File: src/rtl/alu_mul_seq_pkg.sv
// alu_mul_seq_pkg: shared FSM state encodings and ALU select codes for the sequential multiplier
package alu_mul_seq_pkg;

    localparam int DW = 8;

    typedef enum logic [1:0] {
        ST_IDLE = 2'b00,
        ST_RUN  = 2'b01,
        ST_DONE = 2'b10
    } state_e;

    localparam logic [2:0] ALU_FWD = 3'b000;
    localparam logic [2:0] ALU_ADD = 3'b001;
    localparam logic [2:0] ALU_AND = 3'b010;
    localparam logic [2:0] ALU_OR  = 3'b011;

endpackage

File: src/rtl/alu_mul_seq.sv
// alu_mul_seq: 8-bit shift-and-add multiplier borrowing an external shared ALU for each add step.
// Build option MUL_EARLY_EXIT_EN: finish as soon as the remaining multiplier bits are all zero.
module alu_mul_seq
    import alu_mul_seq_pkg::*;
#(
    parameter logic [2:0] ADD_SEL = ALU_ADD,
    parameter int         NSTEPS  = 8
) (
    input  logic          CLK,
    input  logic          RESET,
    input  logic          START,
    input  logic [DW-1:0] MCAND,
    input  logic [DW-1:0] MPLIER,
    output logic          BUSY,
    output logic          DONE,
    output logic [DW-1:0] PRODUCT,
    output logic          ALU_REQ,
    input  logic          ALU_GNT,
    output logic [DW-1:0] ALU_DATA1,
    output logic [DW-1:0] ALU_DATA2,
    output logic [2:0]    ALU_SELECT,
    input  logic [DW-1:0] ALU_RESULT
);

    state_e        state_q;
    logic [DW-1:0] acc_q, acc_d;
    logic [DW-1:0] mc_q, mc_d;
    logic [DW-1:0] mp_q, mp_d;
    logic [3:0]    cnt_q, cnt_d;
    logic [DW-1:0] product_q;
    logic          last;

    // Next values for one granted step; the add result is only taken when the current multiplier bit is set
    always_comb begin
        acc_d = mp_q[0] ? ALU_RESULT : acc_q;
        mc_d  = mc_q << 1;
        mp_d  = mp_q >> 1;
        cnt_d = cnt_q + 4'd1;
`ifdef MUL_EARLY_EXIT_EN
        last  = (mp_d == '0);
`else
        last  = (cnt_q == 4'(NSTEPS - 1));
`endif
    end

    // Control FSM; a stalled RUN cycle (no grant) leaves every register untouched
    always_ff @(posedge CLK) begin
        if (!RESET) begin
            state_q   <= ST_IDLE;
            acc_q     <= '0;
            mc_q      <= '0;
            mp_q      <= '0;
            cnt_q     <= '0;
            product_q <= '0;
        end else begin
            case (state_q)
                ST_IDLE: if (START) begin
                    state_q <= ST_RUN;
                    acc_q   <= '0;
                    mc_q    <= MCAND;
                    mp_q    <= MPLIER;
                    cnt_q   <= '0;
                end
                ST_RUN: if (ALU_GNT) begin
                    acc_q <= acc_d;
                    mc_q  <= mc_d;
                    mp_q  <= mp_d;
                    cnt_q <= cnt_d;
                    if (last) begin
                        state_q   <= ST_DONE;
                        product_q <= acc_d;
                    end
                end
                ST_DONE: state_q <= ST_IDLE;
                default: state_q <= ST_IDLE;
            endcase
        end
    end

    assign BUSY       = (state_q == ST_RUN) || (state_q == ST_DONE);
    assign DONE       = (state_q == ST_DONE);
    assign PRODUCT    = product_q;
    assign ALU_REQ    = (state_q == ST_RUN);
    assign ALU_DATA1  = ALU_REQ ? acc_q : '0;
    assign ALU_DATA2  = ALU_REQ ? mc_q : '0;
    assign ALU_SELECT = ALU_REQ ? ADD_SEL : ALU_FWD;

endmodule

File: config.mk
export PLATFORM = sky130hd
export DESIGN_NAME = alu_mul_seq
export DESIGN_NICKNAME = d
export VERILOG_FILES = /design/src/rtl/alu_mul_seq_pkg.sv /design/src/rtl/alu_mul_seq.sv
export SDC_FILE = /design/constraint.sdc
export NUM_CORES = 1
export LEC_CHECK = 0
export CORE_AREA = 2 2 66 68
export CTS_CLUSTER_SIZE = 14
export DETAILED_ROUTE_END_ITERATION = 6
export DIE_AREA = 0 0 68 70
export GPL_TIMING_DRIVEN = 0
export PLACE_DENSITY_LB_ADDON = 0.05
export SLEW_MARGIN = 20
export SYNTH_ARGS = -nofsm -noshare
export SYNTH_HDL_FRONTEND = slang
export SYNTH_SLANG_ARGS = --single-unit
File: constraint.sdc
create_clock -name CLK -period 3 [get_ports CLK]
set_input_delay 0.6 -clock CLK [delete_from_list [all_inputs] [get_ports CLK]]
set_output_delay 0.6 -clock CLK [all_outputs]
set_load 0.01 [all_outputs]
==> results of run 1 <==
through the flow:
step | setup slack (ps) | util | cell area (sq um)
after floorplan | 950 | - | 1940
after global placement | 144 | 0.614 | 2540
after detailed placement | 121 | 0.614 | 2540
after CTS | 186 | 0.635 | 2630
after global routing | 68.3 | 0.635 | 2630
final | 203 | 0.635 | 2630
report_power, final:
group          total [uW]  internal, uW  switching (uW)
combinational         810           398             412
clock                 353           185             168
sequential            638           594            43.9
total                1800          1180             624
area by class of cell:
type / instances / area, sq um / share of cell area
Clock buffer: 7 / 86.3 / 0.0328
Timing Repair Buffer: 54 / 541 / 0.205
Sequential cell: 38 / 761 / 0.289
Buffer: 19 / 126 / 0.0480
Inverter: 4 / 15.0 / 0.00571
Clock inverter: 1 / 5.00 / 0.00190
Multi-Input combinational cell: 134 / 1030 / 0.392
Tap cell: 52 / 65.1 / 0.0247
logic make-up (layout without fill, tap and decap cells):
logic type | after synthesis | after routing
compound gates | 53 | 53
buf+inv | 24 | 85
flops | 38 | 38
simple gates | 56 | 56
other cells | 1 | 2
mux | 17 | 17
fa+ha+maj | 6 | 6
layer usage:
| metal | vias up | GRT usage | routed length, microns | part of all wire |
|---|---|---|---|---|
| met3 | 2 | 0.0499 | 223 | 0.052 |
| met4 | 0 | 0.0467 | 26 | 0.0060 |
| li1 | 836 | - | - | - |
| met5 | - | 0 | 0 | 0 |
| met2 | 43 | 0.301 | 2070 | 0.48 |
| met1 | 791 | 0.265 | 1980 | 0.46 |
worst max path at each step:
stage                           from      endpoint  slack, ps  cells past startpoint
after floorplan           state_q[1]  ALU_DATA1[0]        950                      6
after global placement    state_q[1]  ALU_DATA2[7]        140                      7
after detailed placement  state_q[1]  ALU_DATA1[5]        120                      7
after CTS                 state_q[1]  ALU_DATA2[7]        190                      6
after global routing      state_q[1]  ALU_DATA1[2]         70                      6
final                     state_q[1]  ALU_DATA2[7]        200                      6
sequential cells by signal (all words and copies together) (netlist names):
signal / count
PRODUCT: 8
acc_q: 8
mc_q: 8
mp_q: 8
cnt_q: 4
state_q: 2
placed cells by master (no fill, tap or decap), types with 3 or more instances in the layout:
cell type,count
a2111o_1,7
a32o_1,8
and2_1,16
buf_2,5
buf_4,7
buf_6,3
clkbuf_1,5
clkbuf_8,6
clkdlybuf4s50_1,54
dfxtp_1,38
ha_1,6
inv_1,3
mux2i_1,15
nand2_1,23
nand3_1,7
nor2b_1,4
o211a_1,22
o21ai_0,7
what timing repair did:
item	CTS	global route
gates resized for setup	0	0
endpoints found under the setup margin	9	0
hold buffers	0	0
critical path, stage by stage, from the launching register on:
cell             delay [ps]
dfxtp_1                 320
inv_1                   120
ha_1                    320
buf_4                   230
buf_6                   220
and2_1                  170
clkdlybuf4s50_1         530
==> run metrics, run 1 <==
WL/cell=13.9 microns; R2R Path Start=state_q[0]; number of nets still failing antenna checks after routing=0; Synth-to-Final Area Change=36.0%; worst r2r dst=mc_q[2]; CTS clk-pin slew, worst paths=70 ps; Synth top area share=0.393; Post-Synth XOR/XNOR Area=0; site row count=24; Adder-Cell Fraction of Synth Area=0.0388; CTS H-tree depth=2; hold slack=a little under 500 ps; post-synthesis mux area share=0.0906; Avg Inst Size Synth=9.92 sq um; GRT overflow=0; critical path arrival=2200 ps; Synth Flop Type=dfxtp_1; leak pwr=0.00120 uW; number of global-route vias before repair=1,581; post-synthesis compound-gate area fraction=0.251; top cells by area, synth=dfxtp_1, o211a_1, mux2i_1; Power Density=684 nW/um^2; asr flop ratio synth=0; Sum Neg Setup Slack=0 ps; Max VDD drop=0.327 mV; mapped cell area=~1900 sq um; setup bufs post-CTS=0; Clock Sink Count=38; post-synthesis simple-gate area fraction=0.149; Core Area=a little over 4000 sq um; WL final=approximately 4300 microns; share of layout cells above drive strength 1=0.105; Die H=70 microns; post-route insts no fill=between 300 and 400; RSZ-0062 raised after global routing=false; Placed Cells incl. Taps=302; sequential area share after synthesis=0.393; critical path type=flip-flop to output pin; final net count=290; hold path endpoint=state_q[1]; DRT iter0 DRCs=109; Fin. Hold Viols=0; Fin Clk Skew=4.96 ps; total chip power=between 1500 and 2000 uW; Req. time, crit path=between 2000 and 2500 ps; count of input and output buffers=54; Final HPWL DP=3150 microns; die width=68 microns; TritonRoute pass-1 iters=4; all-layer global routing usage=0.193; reported max-cap violation count=0; period utilization=0.932; worst hold stages=2; Rel. slew slack=0.647; synthesized flop and latch total=38; vias per cell=5.41; Remaining DRCs=0; Synth top cells by count=dfxtp_1, nand2_1, o211a_1; fin crit period=2800 ps; Initial Utilization=0.467; cell count after synthesis=195; R2R depth=6; Slew @ Worst Pin=roughly 530 ps; Hold Path Class=flip-flop to flip-flop; crit path max fanout=19; Max Freq=358 MHz; # IOs=58; Max Root-Sink Buffers=2; die area=4760 sq um; vias=roughly 1,700; Synth area leader=dfxtp_1; startpoint types=flip-flop; worst reg2reg setup slack=between 1000 and 1500 ps; fillers=374; Worst Setup End Kind=output pin; Post-synth EDFFs=0; largest family of logic cells by synthesized area=compound AO/OA/AOI/OAI gates; CTS tree=done; YS warnings=0; Setup Viol. Count Final=0; Ant. Diodes=0; pin count of the biggest net entering global routing=20; outcome=completed; Hold Startpoint=state_q[1]; pins over their slew limit=0; Root Buffer=clkbuf_8; GPL Wtd Cong=0.808; initial antenna violation count=0; first-pass GRT wire length=7180 microns; Inserted Clock Buffers=5; Clk Latency, worst-skew pair=about 280 ps; Synth cell types=34; most common cell in the synthesized netlist=dfxtp_1
Note: power is estimated with default switching activity, not from simulation.
==> inputs of run 2 (changes only) <==
--- a/config.mk
+++ b/config.mk
@@ -15,3 +15,4 @@
 export SYNTH_ARGS = -nofsm -noshare
 export SYNTH_HDL_FRONTEND = slang
 export SYNTH_SLANG_ARGS = --single-unit
+export TNS_END_PERCENT = 5
==> results of run 2 <==
No change in the layout: final DEF, timing and power equal those of run 1.
==> inputs of run 3 (changes only) <==
--- a/config.mk
+++ b/config.mk
@@ -11,7 +11,7 @@
 export DIE_AREA = 0 0 68 70
 export GPL_TIMING_DRIVEN = 0
 export PLACE_DENSITY_LB_ADDON = 0.05
-export SLEW_MARGIN = 20
+export SLEW_MARGIN = 15
 export SYNTH_ARGS = -nofsm -noshare
 export SYNTH_HDL_FRONTEND = slang
 export SYNTH_SLANG_ARGS = --single-unit
==> results of run 3 <==
No change in the layout: final DEF, timing and power equal those of run 1.
